===== src/rtl/uart_hex_record_printer.sv =====
// rtl/uart_hex_record_printer.sv - captures one record of NUM_FIELDS words and prints it as ASCII hex over 8N1 UART
// Sequencer selects the current character; the transmitter serialises it and pulses tx_done per character.
module uart_hex_record_printer #(
  parameter int CLK_HZ     = 50_000_000,
  parameter int BAUD       = 115200,
  parameter int NUM_FIELDS = 3,
  parameter int FIELD_W    = 32,
  parameter int PREFIX_EN  = 1,
  parameter int CRLF_EN    = 0
) (
  input  logic                          i_clk,
  input  logic                          i_rst_n,
  input  logic [NUM_FIELDS*FIELD_W-1:0] i_fields,
  input  logic                          i_we,
  input  logic                          i_drop_clr,
  output logic                          o_uart_tx,
  output logic                          o_ready,
  output logic [15:0]                   o_drop_cnt
);

  localparam int DIV   = CLK_HZ / BAUD;
  localparam int NIBS  = FIELD_W / 4;
  localparam int TMR_W = $clog2(DIV);
  localparam int FLD_W = (NUM_FIELDS > 1) ? $clog2(NUM_FIELDS) : 1;
  localparam int NIB_W = (NIBS > 1) ? $clog2(NIBS) : 1;
  localparam logic [TMR_W-1:0] TMR_RELOAD = TMR_W'(DIV - 1);
  localparam logic [NIB_W-1:0] NIB_LAST   = NIB_W'(NIBS - 1);
  localparam logic [FLD_W-1:0] FLD_LAST   = FLD_W'(NUM_FIELDS - 1);

  typedef enum logic [2:0] {
    S_IDLE, S_PFX0, S_PFX1, S_HEX, S_SEP, S_EOL_CR, S_EOL_LF
  } seq_state_t;

  typedef enum logic [1:0] {
    T_IDLE, T_START, T_DATA, T_STOP
  } tx_state_t;

  localparam seq_state_t FIELD_ST = (PREFIX_EN != 0) ? S_PFX0 : S_HEX;
  localparam seq_state_t EOL_ST   = (CRLF_EN != 0) ? S_EOL_CR : S_EOL_LF;

  seq_state_t                      seq_q, seq_d;
  logic [FLD_W-1:0]                fld_q, fld_d;
  logic [NIB_W-1:0]                nib_q, nib_d;
  logic [NUM_FIELDS*FIELD_W-1:0]   cap_q, cap_d;
  logic                            arm_q, arm_d;
  tx_state_t                       tx_state_q, tx_state_d;
  logic [TMR_W-1:0]                tmr_q, tmr_d;
  logic [2:0]                      bit_q, bit_d;
  logic                            tx_q, tx_d;
  logic [15:0]                     drop_q, drop_d;

  logic                            tx_done;
  logic                            reject;
  logic [FIELD_W-1:0]              cur_field;
  logic [3:0]                      nib_val;
  logic [7:0]                      chr;

  assign o_ready    = (seq_q == S_IDLE);
  assign o_uart_tx  = tx_q;
  assign o_drop_cnt = drop_q;
  assign reject     = i_we && (seq_q != S_IDLE);

  always_comb begin
    cur_field = '0;
    for (int k = 0; k < NUM_FIELDS; k++) begin
      if (fld_q == FLD_W'(k)) cur_field = cap_q[k*FIELD_W +: FIELD_W];
    end
    nib_val = '0;
    for (int n = 0; n < NIBS; n++) begin
      if (nib_q == NIB_W'(n)) nib_val = cur_field[n*4 +: 4];
    end
  end

  always_comb begin
    chr = 8'h0A;
    case (seq_q)
      S_PFX0:   chr = 8'h30;
      S_PFX1:   chr = 8'h78;
      S_HEX:    chr = (nib_val < 4'd10) ? (8'h30 + {4'h0, nib_val}) : (8'h37 + {4'h0, nib_val});
      S_SEP:    chr = 8'h20;
      S_EOL_CR: chr = 8'h0D;
      default:  chr = 8'h0A;
    endcase
  end

  // The sequencer holds the character on the line until the transmitter finishes its stop bit.
  always_comb begin
    seq_d = seq_q;
    fld_d = fld_q;
    nib_d = nib_q;
    cap_d = cap_q;
    arm_d = (seq_q != S_IDLE);
    if (seq_q == S_IDLE) begin
      if (i_we) begin
        cap_d = i_fields;
        seq_d = FIELD_ST;
        fld_d = '0;
        nib_d = NIB_LAST;
      end
    end else if (tx_done) begin
      case (seq_q)
        S_PFX0: seq_d = S_PFX1;
        S_PFX1: seq_d = S_HEX;
        S_HEX: begin
          if (nib_q != '0)          nib_d = nib_q - 1'b1;
          else if (fld_q == FLD_LAST) seq_d = EOL_ST;
          else                      seq_d = S_SEP;
        end
        S_SEP: begin
          fld_d = fld_q + 1'b1;
          nib_d = NIB_LAST;
          seq_d = FIELD_ST;
        end
        S_EOL_CR: seq_d = S_EOL_LF;
        default:  seq_d = S_IDLE;
      endcase
    end
  end

  // arm_q delays the first start bit so it lands on the second edge after the accept.
  always_comb begin
    tx_state_d = tx_state_q;
    tmr_d      = tmr_q;
    bit_d      = bit_q;
    tx_done    = 1'b0;
    case (tx_state_q)
      T_IDLE: begin
        if ((seq_q != S_IDLE) && arm_q) begin
          tx_state_d = T_START;
          tmr_d      = TMR_RELOAD;
        end
      end
      T_START: begin
        if (tmr_q == '0) begin
          tx_state_d = T_DATA;
          tmr_d      = TMR_RELOAD;
          bit_d      = 3'd0;
        end else begin
          tmr_d = tmr_q - 1'b1;
        end
      end
      T_DATA: begin
        if (tmr_q == '0) begin
          tmr_d = TMR_RELOAD;
          if (bit_q == 3'd7) tx_state_d = T_STOP;
          else               bit_d = bit_q + 3'd1;
        end else begin
          tmr_d = tmr_q - 1'b1;
        end
      end
      default: begin
        if (tmr_q == '0) begin
          tx_done = 1'b1;
          if (seq_q != S_EOL_LF) begin
            tx_state_d = T_START;
            tmr_d      = TMR_RELOAD;
          end else begin
            tx_state_d = T_IDLE;
          end
        end else begin
          tmr_d = tmr_q - 1'b1;
        end
      end
    endcase
    case (tx_state_d)
      T_START: tx_d = 1'b0;
      T_DATA:  tx_d = chr[bit_d];
      default: tx_d = 1'b1;
    endcase
  end

  always_comb begin
    drop_d = drop_q;
    if (i_drop_clr)                     drop_d = reject ? 16'd1 : 16'd0;
    else if (reject && drop_q != 16'hFFFF) drop_d = drop_q + 16'd1;
  end

  always_ff @(posedge i_clk or negedge i_rst_n) begin
    if (!i_rst_n) begin
      seq_q      <= S_IDLE;
      fld_q      <= '0;
      nib_q      <= '0;
      cap_q      <= '0;
      arm_q      <= 1'b0;
      tx_state_q <= T_IDLE;
      tmr_q      <= '0;
      bit_q      <= 3'd0;
      tx_q       <= 1'b1;
      drop_q     <= 16'd0;
    end else begin
      seq_q      <= seq_d;
      fld_q      <= fld_d;
      nib_q      <= nib_d;
      cap_q      <= cap_d;
      arm_q      <= arm_d;
      tx_state_q <= tx_state_d;
      tmr_q      <= tmr_d;
      bit_q      <= bit_d;
      tx_q       <= tx_d;
      drop_q     <= drop_d;
    end
  end

endmodule

===== config.mk =====
export PLATFORM = sky130hd
export DESIGN_NAME = uart_hex_record_printer
export DESIGN_NICKNAME = d
export VERILOG_FILES = /design/src/rtl/uart_hex_record_printer.sv
export SDC_FILE = /design/constraint.sdc
export NUM_CORES = 1
export LEC_CHECK = 0
export ABC_AREA = 1
export BUFFER_PORTS_ARGS = -buffer_cell sky130_fd_sc_hd__buf_2
export CORE_ASPECT_RATIO = 0.5
export CORE_MARGIN = 4
export CORE_UTILIZATION = 35
export CTS_BUF_LIST = sky130_fd_sc_hd__clkbuf_2
export DETAILED_ROUTE_END_ITERATION = 16
export PLACE_DENSITY = 0.58
export SLEW_MARGIN = 20
export SYNTH_ARGS = -nofsm -noshare
export SYNTH_HDL_FRONTEND = slang
export SYNTH_SLANG_ARGS = --single-unit

===== constraint.sdc =====
create_clock -name i_clk -period 3.6 [get_ports i_clk]
set_input_delay 0.54 -clock i_clk [delete_from_list [all_inputs] [get_ports i_clk]]
set_output_delay 0.54 -clock i_clk [all_outputs]
set_load 0.005 [all_outputs]

# After elaboration in Yosys (flattened, before gate mapping)
# Cells that the tools add are included.
[op_classes] mul=0 n_reduce_logical=21 bitwise=0 eq_ne=26 add_sub_neg=7 magnitude_cmp=2 div=0 shifts=0 muxes=52
[op_table] op="32-bit 2-to-1 mux" n=3
[op_table] op="9-bit 2-to-1 mux" n=4
[op_table] op="7-bit case mux with 5 select lines" n=1
[op_table] op="3-bit 2-to-1 mux" n=11
[op_table] op="16-bit 2-to-1 mux" n=2
[op_table] op="4-bit 2-to-1 mux" n=8
[op_table] op="3-bit == test (second input constant)" n=7
[op_table] op="2-bit 2-to-1 mux" n=10
[op_table] op="9-bit case mux with 2 select lines" n=1
[op_table] op="16-bit by 1-bit adder with 16-bit output (second input constant)" n=1
[op_table] op="16-bit inequality test (second input constant)" n=1
[op_table] op="3-bit case mux with 5 select lines" n=1
[op_table] op="6-bit by 4-bit adder with 7-bit output (first input constant)" n=2
[op_table] op="3-bit by 2-bit == test with 1-bit output (second input constant)" n=4
[op_table] op="3-bit case mux with 2 select lines" n=2
[op_table] op="9-bit zero test" n=1
[op_table] op="3-bit inequality test (second input constant)" n=3
[op_table] op="3-bit nonzero test" n=3
[op_table] op="9-bit by 1-bit subtractor with 9-bit output (second input constant)" n=1
[op_table] op="7-bit 2-to-1 mux" n=1
[op_table] op="2-bit by 1-bit == test with 1-bit output (second input constant)" n=3
[op_table] op="2-bit == test (second input constant)" n=3
[op_table] op="3-bit by 1-bit == test with 1-bit output (second input constant)" n=2
[op_table] op="3-bit zero test" n=2
[op_table] op="other kinds (19)" n=31
[totals] out_inout_bits=18 latchBits=0 input_bits=100 rom_bits=0 memories=0 ramBits=0 reg_bits=136 word_cells=118

# Depth between registers and ports, before layout
# Gate-level depths: netlist of run 1.
[logic_depth] depth_word=18 ltp_mapped=28 mapped_depth_nobuf=27

# Worst setup path before layout of run 1
# Ideal clock, no wire load.
[synth_path] path_type="register to register" from="register fld_q[0]" to="register tx_q, in the netlist o_uart_tx" n_path_buf=4 arrival_ns=2.417 required_time_ns=3.518 setup_time_ns=0.082 path_slack_ns=1.101 path_stages_with_launch=25 cell_sequence="dfrtp_1 > inv_1 > ha_1 > buf_6 > inv_4 > buf_6 > buf_6 > buf_6 > o21ai_0 > a21oi_1 > nand2_1 > nand2_2 > a21oi_4 > ha_1 > inv_1 > a21oi_1 > nor2_1 > nor2_1 > nand2_1 > nand2_1 > nor2_1 > nor2_1 > nand2_1 > nand2_1 > a21oi_1"
[synth_between] elab_chain_cells=18
[synth_lines] element="start, declared" line_no="42" rtl="logic [FLD_W-1:0] fld_q, fld_d;"
[synth_lines] element="start signal, assigned" line_no="192" rtl="fld_q <= fld_d;"
[synth_lines] element="2-bit zero test" line_no="66" rtl="if (fld_q == FLD_W'(k)) cur_field = cap_q[k*FIELD_W +: FIELD_W];"
[synth_lines] element="32-bit 2-to-1 mux (2 in series)" line_no="66"
[synth_lines] element="32-bit 2-to-1 mux (*)" line_no="66"
[synth_lines] element="4-bit 2-to-1 mux (7 in series)" line_no="70" rtl="if (nib_q == NIB_W'(n)) nib_val = cur_field[n*4 +: 4];"
[synth_lines] element="4-bit 2-to-1 mux (*)" line_no="70"
[synth_lines] element="6-bit by 4-bit adder with 7-bit output or 4-bit < comparator (tied branches)" line_no="79" rtl="S_HEX: chr = (nib_val < 4'd10) ? (8'h30 + {4'h0, nib_val}) : (8'h37 + {4'h0, nib_val});"
[synth_lines] element="7-bit 2-to-1 mux (*)" line_no="79"
[synth_lines] element="7-bit case mux with 5 select lines (*)" line_no="76" rtl="case (seq_q)"
[synth_lines] element="1-bit binary-select mux with 3-bit select (*)" line_no="167" rtl="T_DATA: tx_d = chr[bit_d];"
[synth_lines] element="1-bit 2-to-1 mux (not written as such) (*)" line_no="167"
[synth_lines] element="1-bit case mux with 2 select lines (*)" line_no="165" rtl="case (tx_state_d)"
[synth_lines] element="named net tx_d" line_no="49" rtl="logic tx_q, tx_d;"
[synth_lines] element="end signal, assigned" line_no="199" rtl="tx_q <= tx_d;"
[synth_lines] element="end, declared" line_no="49"
# The timed path passes the listed nets; every way through them passes the cells marked *. The select of a mux whose other input is x is not followed.
# A chain may end at the register's enable or synchronous reset.

# Worst setup path in the final report of run 1
[layout_path] from="register fld_q[1]" to="register tx_q, in the netlist o_uart_tx"
# The elaborated chain is that of the path after synthesis.

==> flow_summary.ini, run 1 <==
[clocking]
numCtsBuffers = 17
cts_max_level = 4
cts.path.max_buffers = 2
tritoncts = built
cts.sinks = 136
insertion_delay_ns = 0.70
clk_pin_slew_worst_paths_ns = 0.25
root_buffer = clkbuf_2

[place]
gp_congestion = 0.834
dp_hpwl_um = 13800
portBuffers = 117

[yosys]
synth.yosys.seq_area_share = 0.474
syn_nets = 1074
synth_area_um2 = 7190
synth_edf_count = 0
async_reset_ff_frac = 1.00
synth_ff_type = dfrtp_1
synth_cell_types = 44
synth_top_area_frac = 0.470
yosys_warnings = 0
synth_area_leaders = dfrtp_1 47%, nand2_1 23%, a21oi_1 3.6%
synth_top_area_cell = dfrtp_1
ys_seq_elements = 136
syn_inst = 958
synth.avg_cell_area_um2 = 7.50

[floorplan]
fp.dieH_um = 109
pin_count = 118
dieWidth_um = 211
fp.dieArea_um2 = 23000
placeableCoreArea_um2 = 19800
core.rowCount = 36
start_util = 0.363

[power_and_ir_drop]
peakVddDrop_mv = 0.334
cellLeakagePower_nw = 4.78
post-layout-total-power_mw = 6.89
p_per_area_nw_per_um2 = 766

[timing]
finalCritPeriodShare = 0.871
max-slew-margin-rel = 0.403
drv_slew = 0
setup_viol = 0
worst_clock_skew_ns = 0.0405
fin_crit_ns = 3.13
fin_setup_tns_ns = 0
final_hold_viol_count = 0
rsz0062_at_grt = false
fmax_mhz = 319
tightest_slew_ns = 0.895

[routing]
drcViolationCount = 0
vias_per_cell = 4.74
num_vias = 6719
wire_per_inst_um = 13.9
dr.pass1.iters = 6
ant_nets = 0
drt_iter0_drc = 438
wl_um = 19700

[global_route]
grt_pass1_wl_um = 32900
grtUsageTotal = 0.176
grt_max_degree = 97
antenna_found_initial = 0
first_global_vias = 6748
gr-total-overflow = 0

[finish]
final_common_cell = nand2_1
area_delta_synth_final_pct = 25.1
layout_common_cells = 431 x nand2_1, 135 x dfrtp_1, 116 x buf_2, 74 x dlygate4sd3_1, 65 x inv_1
antenna-diode-count = 0
final_net_count = 1254
drive_gt1_frac = 0.168

[worst_setup_path]
critPathKind = reg2reg
critPathBufInv = 3
crit_path_start_kind = flip-flop
worstPathMaxFanout = 22
critical-path-top-delay-family = simple AND/OR/NAND/NOR gates
worst-path-stages = 27
critPathMaxStageDelay_ns = 0.45
arrival_ns = 3.80
crit_required_ns = 4.26
r2r_slack_ns = 0.47
endpoint_kind = flip-flop
cpMostUsedCell = nand2_1
critPathSlowestCell = dfrtp_1
r2r_cells = 27

[run_status]
status = finished clean

[worst_hold_path]
hold_path_depth = 3
hp-class = in2reg

[flow_run]
max_cap_violations = 0
==> per-layer routing <==
layer | vias to the layer above | global-route usage | part of all wire
met3 | 19 | 0.0368 | 0.047
met4 | 0 | 0.0444 | 0.011
li1 | 3413 | - | -
met1 | 3135 | 0.243 | 0.48
met2 | 152 | 0.285 | 0.46
met5 | - | 0 | 0
==> logic make-up (layout without fill, tap and decap cells) <==
logic type | count (synthesis) | in the layout | synth area share
buffers and inverters | 110 | 303 | 0.0700
and+or+nand+nor | 563 | 563 | 0.317
adders and majority gates | 16 | 16 | 0.0279
AOI/OAI and AO/OA | 132 | 132 | 0.110
muxes | 1 | 1 | 0.00139
DFF | 136 | 136 | 0.474
==> timing repair <==
item	4_1_cts	5_1_grt
setup buffers	0	0
endpoints found under the hold margin	148	4
gates resized for setup	0	0
setup endpoints to repair	0	0
hold buffers	70	4
==> synth_stat cells (2+ instances only) <==
master / number
o21ai_1: 6
a31o_2: 2
nor2_8: 2
nand3_1: 43
o21ai_0: 41
nand2_1: 431
nor2_1: 52
dfrtp_1: 135
a221oi_1: 4
nand4_1: 5
nor3_1: 13
a22o_1: 2
buf_2: 7
clkbuf_1: 18
nor2_2: 6
a21oi_1: 51
ha_1: 16
inv_2: 8
a22oi_1: 5
o211ai_2: 2
buf_6: 10
nand2_2: 9
o211ai_1: 2
inv_1: 65
a31oi_1: 4
==> through the flow <==
stage	std cells	hold WS, ns	area (um2)	utilization	worst slack [ns]
floorplan	958	0.244	7190	-	1.10
global placement	1311	0.453	7950	0.401	0.599
detailed placement	1311	0.461	7950	0.401	0.544
CTS	1413	0.000587	8950	0.452	0.463
global route	1417	0.00546	8990	0.454	0.0481
finish	1417	0.0573	8990	0.454	0.466
==> sequential cells by signal (all words and copies together) (netlist names) <==
| register | cells |
|---|---|
| arm_q | 1 |
| bit_q | 3 |
| cap_q | 96 |
| fld_q | 2 |
| nib_q | 3 |
| o_drop_cnt | 16 |
| o_uart_tx | 1 |
| seq_q | 3 |
| tmr_q | 9 |
| tx_state_q | 2 |
==> power breakdown <==
part	internal, mW	switching (mW)
sequential	2.14	0.426
combinational	1.12	2.08
clock	0.473	0.641
==> worst min-delay path, cell delays in order <==
cell	delay (ns)
buf_2	0.08
nand2_1	0.06
nand2_1	0.06
==> final timing paths <==
check	from	end
min in group asynchronous	i_rst_n	cap_q[50]$_DFFE_PN0P_
setup / recovery	fld_q[1]$_DFFE_PN0P_	o_uart_tx$_DFF_PN1_
setup reg to reg	fld_q[1]$_DFFE_PN0P_	o_uart_tx$_DFF_PN1_
hold / removal	i_fields[20]	cap_q[20]$_DFFE_PN0P_
max in group asynchronous	i_rst_n	o_uart_tx$_DFF_PN1_
hold reg to reg	cap_q[85]$_DFFE_PN0P_	cap_q[85]$_DFFE_PN0P_
==> final cells by class <==
type	count	area [um2]
clock inverter	15	213
clock buffer	17	85.1
multi-input combinational	712	3280
sequential	136	3400
tap	266	333
fill	2030	10800
inverter	74	282
timing repair buffer	197	1390
Note: power is estimated with default switching activity, not from simulation.
==> inputs of run 2 (changes only) <==
Settings changed: PLACE_DENSITY 0.58 to 0.62.
==> flow_summary.ini, run 2 (synthesized netlist as in run 1, its figures left out) <==
[run_status]
status = finished clean

[power_and_ir_drop]
cellLeakagePower_nw = 4.80
peakVddDrop_mv = 0.348
p_per_area_nw_per_um2 = 745

[timing]
fmax_mhz = 330
rsz0062_at_grt = false
setup_viol = 0
tightest_slew_ns = 0.999
fin_setup_tns_ns = 0
fin_crit_ns = 3.03
drv_slew = 0
finalCritPeriodShare = 0.842
worst_clock_skew_ns = 0.0375
final_hold_viol_count = 0
max-slew-margin-rel = 0.333

[worst_hold_path]
hp-class = in2reg
hold_path_depth = 3

[clocking]
root_buffer = clkbuf_2
tritoncts = built
insertion_delay_ns = 0.70
post_cts_buffers = 0
cts.sinks = 136
cts_max_level = 4
cts.path.max_buffers = 2
numCtsBuffers = 17
clk_pin_slew_worst_paths_ns = 0.23

[finish]
multi_input_area_um2 = 3290
fill_cells = 1984
area_delta_synth_final_pct = 25.5
utilization = 0.455
seqCellArea_um2 = 3400
final_common_cell = nand2_1
drive_gt1_frac = 0.168
final_cells = 1425
layout_common_cells = 431 x nand2_1, 135 x dfrtp_1, 116 x buf_2, 81 x dlygate4sd3_1, 65 x inv_1
regMostFlops = cap_q
largest_register_ffs = 96
final_net_count = 1261
final_cell_area_um2 = 9010

[floorplan]
dieWidth_um = 211
placeableCoreArea_um2 = 19800
fp.dieH_um = 109
start_util = 0.363
fp.dieArea_um2 = 23000
pin_count = 118
core.rowCount = 36

[global_route]
antenna_found_initial = 1
gr-total-overflow = 0
grt_max_degree = 90
grt_pass1_wl_um = 32000
grtUsageTotal = 0.171
first_global_vias = 6559

[routing]
drt_iter0_drc = 335
dr.pass1.iters = 6
drcViolationCount = 0
wl_um = 19600
vias_per_cell = 4.71
ant_nets = 0
num_vias = 6716
wire_per_inst_um = 13.8

[worst_setup_path]
r2r_cells = 27
worstPathMaxFanout = 37
arrival_ns = 3.68
r2r-end = o_uart_tx$_DFF_PN1_
crit_required_ns = 4.25
critPathKind = reg2reg
startpoint = fld_q[1]$_DFFE_PN0P_
r2r_slack_ns = 0.57
endpoint_kind = flip-flop
crit_end = o_uart_tx$_DFF_PN1_
reg2reg_from = fld_q[1]$_DFFE_PN0P_
crit_path_start_kind = flip-flop

[flow_run]
max_cap_violations = 0

[place]
dp.cells = 1311
dp_hpwl_um = 13700
gp_congestion = 0.885
placed_cell_area_um2 = 7950
portBuffers = 117
-- run 2: changes by cell type in the layout (fill, tap and decap cells not counted) --
cell,previous run,this run
clkinv_2,1,2
inv_2,7,8
clkinvlp_4,3,2
ha_1,16,15
diode_2,0,1
clkinv_4,1,2
ha_2,0,1
dlygate4sd3_1,74,81
bufinv_16,4,2
-- run 2: per-stage QoR --
stage	power [mW]	setup WS (ns)	hold slack, ns
2_1_floorplan	4.99	1.10	0.244
3_3_place_gp	5.63	0.574	0.457
3_5_place_dp	5.72	0.523	0.457
4_1_cts	6.75	0.480	0.0000847
5_1_grt	7.40	0.0928	0.00115
6_report	6.72	0.569	0.0721
-- run 2: how the worst min path moves through the flow --
| stage | start | to | slack, ns |
|---|---|---|---|
| after CTS | i_fields[36] | cap_q[36]$_DFFE_PN0P_ | 0.00008 |
| after detailed placement | cap_q[85]$_DFFE_PN0P_ | cap_q[85]$_DFFE_PN0P_ | 0.46 |
| after global routing | i_fields[84] | cap_q[84]$_DFFE_PN0P_ | 0.001 |
| after floorplan | i_rst_n | arm_q$_DFF_PN0_ | 0.24 |
| final | i_fields[59] | cap_q[59]$_DFFE_PN0P_ | 0.07 |
| after global placement | cap_q[86]$_DFFE_PN0P_ | cap_q[86]$_DFFE_PN0P_ | 0.46 |
-- run 2: cell type report --
| class | instances | share of cell area |
|---|---|---|
| inverter | 74 | 0.0311 |
| clock buffer | 17 | 0.00944 |
| antenna | 1 | 0.000278 |
| sequential | 136 | 0.378 |
| clock inverter | 15 | 0.0182 |
| timing repair buffer | 204 | 0.162 |
| tap | 266 | 0.0369 |
| multi-input combinational | 712 | 0.364 |
-- run 2: power by group --
group	switching, mW	leakage [nW]	total (mW)	internal (mW)
clock	0.635	0.147	0.969	0.334
combinational	2.07	2.95	3.19	1.12
sequential	0.416	1.70	2.56	2.14
total	3.12	4.80	6.72	3.60
-- run 2: critical path, stage by stage (launching register included) --
cell     delay, ns
dfrtp_1       0.41
inv_1         0.08
ha_1          0.18
buf_4         0.28
nor2_8        0.37
nand2_1       0.08
nand2_1       0.07
nand2_1       0.05
nand2_1       0.05
nand2_1       0.04
nand2_1       0.07
nand2_1       0.05
nand4_1       0.08
nand2_1       0.07
nand2_2       0.07
a21oi_4       0.06
ha_1          0.23
inv_1         0.06
a21oi_1       0.04
nor2_1        0.09
nor2_1        0.04
nand2_1       0.06
nand2_1       0.05
nor2_1        0.10
nor2_1        0.05
nand2_1       0.05
nand2_1       0.04
a21oi_1       0.14
-- run 2: timing repair --
action,in CTS,in global routing
resized for setup,0,1
setup endpoints to repair,0,1
endpoints found under the hold margin,148,20
hold buffers,61,20
-- run 2: routing by layer --
metal / track usage / up-vias / wire length (um)
met5: 0 / - / 0
met4: 0.0379 / 0 / 276
met3: 0.0368 / 20 / 811
met2: 0.277 / 135 / 8970
met1: 0.239 / 3147 / 9580
li1: - / 3414 / -
==> inputs of run 3 (changes only) <==
Settings changed: ABC_AREA 1 to 0, PLACE_DENSITY 0.62 to 0.64.
Clock period 3.6 ns to 2.6 ns, I/O delays scaled along.
==> flow_summary.ini, run 3 <==
[timing]
rsz0062_at_grt = true
max-slew-margin-rel = 0.587
fmax_mhz = 351
finalCritPeriodShare = 1.09
fin_setup_tns_ns = -0.246
tightest_slew_ns = 0.620
fin_crit_ns = 2.85
final_hold_viol_count = 0
setup_viol = 1
drv_slew = 0
worst_clock_skew_ns = 0.0514
fin_ws_ns = -0.246

[yosys]
synth_most_common_cell = dfrtp_1
synth_top_area_cell = dfrtp_1
synth_edf_count = 0
synth_common_cells = 135 x dfrtp_1, 94 x mux2_2, 44 x nand2_1
synth_cell_types = 82
synth.avg_cell_area_um2 = 10.9
syn_inst = 653
synth.yosys.seq_area_share = 0.477
synth_top_area_frac = 0.474
synth_area_um2 = 7130
synth_ff_type = dfrtp_1
yosys_warnings = 0
syn_nets = 769
synth_area_leaders = dfrtp_1 47%, mux2_2 15%, ha_1 2.8%
async_reset_ff_frac = 1.00
ys_seq_elements = 136

[clocking]
clk_pin_slew_worst_paths_ns = 0.24
insertion_delay_ns = 0.72
root_buffer = clkbuf_2
cts.sinks = 136
tritoncts = built
numCtsBuffers = 17
cts.path.max_buffers = 2
cts_max_level = 4

[floorplan]
placeableCoreArea_um2 = 19700
fp.dieArea_um2 = 22900
pin_count = 118
dieWidth_um = 210
start_util = 0.362
core.rowCount = 36
fp.dieH_um = 109

[run_status]
status = finished with violations
violations = setup timing

[routing]
vias_per_cell = 5.14
wire_per_inst_um = 16.3
drt_iter0_drc = 452
num_vias = 6264
dr.pass1.iters = 5
ant_nets = 0
wl_um = 19900
drcViolationCount = 0

[power_and_ir_drop]
post-layout-total-power_mw = 4.03
p_per_area_nw_per_um2 = 402
peakVddDrop_mv = 0.237
cellLeakagePower_nw = 4.55

[finish]
seqCellArea_um2 = 3400
area_delta_synth_final_pct = 40.4
multi_input_area_um2 = 3630
final_net_count = 1053
regMostFlops = cap_q
final_common_cell = dfrtp_1
layout_common_cells = 135 x dfrtp_1, 116 x buf_2, 98 x dlygate4sd3_1, 94 x mux2_2, 76 x buf_4
fill_cells = 1755
final_cells = 1219
final_cell_area_um2 = 10000
drive_gt1_frac = 0.389
largest_register_ffs = 96

[place]
gp_congestion = 0.878
placed_cell_area_um2 = 8620
portBuffers = 117
dp_hpwl_um = 13800
dp_slack_ns = -0.363
dp.cells = 1083

[worst_setup_path]
r2r_slack_ns = -0.25
endpoint_kind = flip-flop
worstPathMaxFanout = 14
crit_required_ns = 3.23
arrival_ns = 3.47
critPathKind = reg2reg
crit_path_start_kind = flip-flop

[global_route]
grt_pass1_wl_um = 32500
grt_max_degree = 63
grtUsageTotal = 0.176
antenna_found_initial = 1
gr-total-overflow = 0
first_global_vias = 6353

[flow_run]
max_cap_violations = 0

[worst_hold_path]
hp-class = in2async
==> run 3: critical path: stages (launching register included) <==
cell      delay, ns
dfrtp_1        0.44
inv_2          0.06
ha_2           0.17
nor2b_4        0.13
buf_12         0.14
buf_4          0.15
a221o_1        0.30
o211ai_1       0.10
o31ai_1        0.17
a22oi_2        0.26
nand3_2        0.16
or3_1          0.32
and4_1         0.20
a21oi_1        0.13
==> run 3: report_power, final <==
group	switching (mW)	internal [mW]	leakage [nW]
sequential	0.0616	2.20	1.75
clock	0.815	0.435	0.138
combinational	0.207	0.308	2.67
==> run 3: per-layer routing <==
metal  track usage  vias to the layer above  wire, um
met2         0.300                      127      9760
met5             0                        -         0
li1              -                     3001         -
met3        0.0365                       31       763
met1         0.233                     3105      9010
met4        0.0456                        0       332
==> run 3: kinds of logic (layout without fill, tap and decap cells) <==
family	after synthesis	after routing	share of synthesized area
AOI/OAI and AO/OA	153	153	0.158
xor gates and xnor gates	13	13	0.0160
adders and majority gates	16	16	0.0281
buffers and inverters	64	360	0.0400
DFF	136	136	0.477
muxes	98	98	0.154
other	0	4	0
and+or+nand+nor	173	173	0.127
==> run 3: final timing paths <==
path                       cells after the start                         to                  start
setup / recovery                              13        o_uart_tx$_DFF_PN1_   fld_q[0]$_DFFE_PN0P_
hold / removal                                 2      cap_q[39]$_DFFE_PN0P_                i_rst_n
setup reg to reg                              13        o_uart_tx$_DFF_PN1_   fld_q[0]$_DFFE_PN0P_
hold reg to reg                                1      cap_q[26]$_DFFE_PN0P_  cap_q[26]$_DFFE_PN0P_
max in group asynchronous                      3  o_drop_cnt[0]$_DFFE_PN0P_                i_rst_n
min in group i_clk                             4  o_drop_cnt[0]$_DFFE_PN0P_                   i_we
==> run 3: timing repair <==
action / CTS / global route
resized for setup: 13 / 13
setup endpoints to repair: 1 / 1
hold endpoints to repair: 161 / 0
pin swaps: 15 / 7
setup buffers: 4 / 0
hold buffers: 98 / 0
==> run 3: cell type report <==
| type | count | share of cell area |
|---|---|---|
| multi-input combinational | 453 | 0.362 |
| sequential | 136 | 0.340 |
| timing repair buffer | 303 | 0.232 |
| tap | 266 | 0.0332 |
| clock inverter | 13 | 0.0131 |
| inverter | 26 | 0.00974 |
| clock buffer | 18 | 0.00899 |
| antenna | 4 | 0.000999 |
==> run 3: stage by stage <==
stage / utilization / hold WS, ns
6_report: 0.508 / 0.200
5_1_grt: 0.508 / 0.187
4_1_cts: 0.503 / 0.161
3_5_place_dp: 0.437 / 0.441
3_3_place_gp: 0.437 / 0.431
2_1_floorplan: - / 0.0944
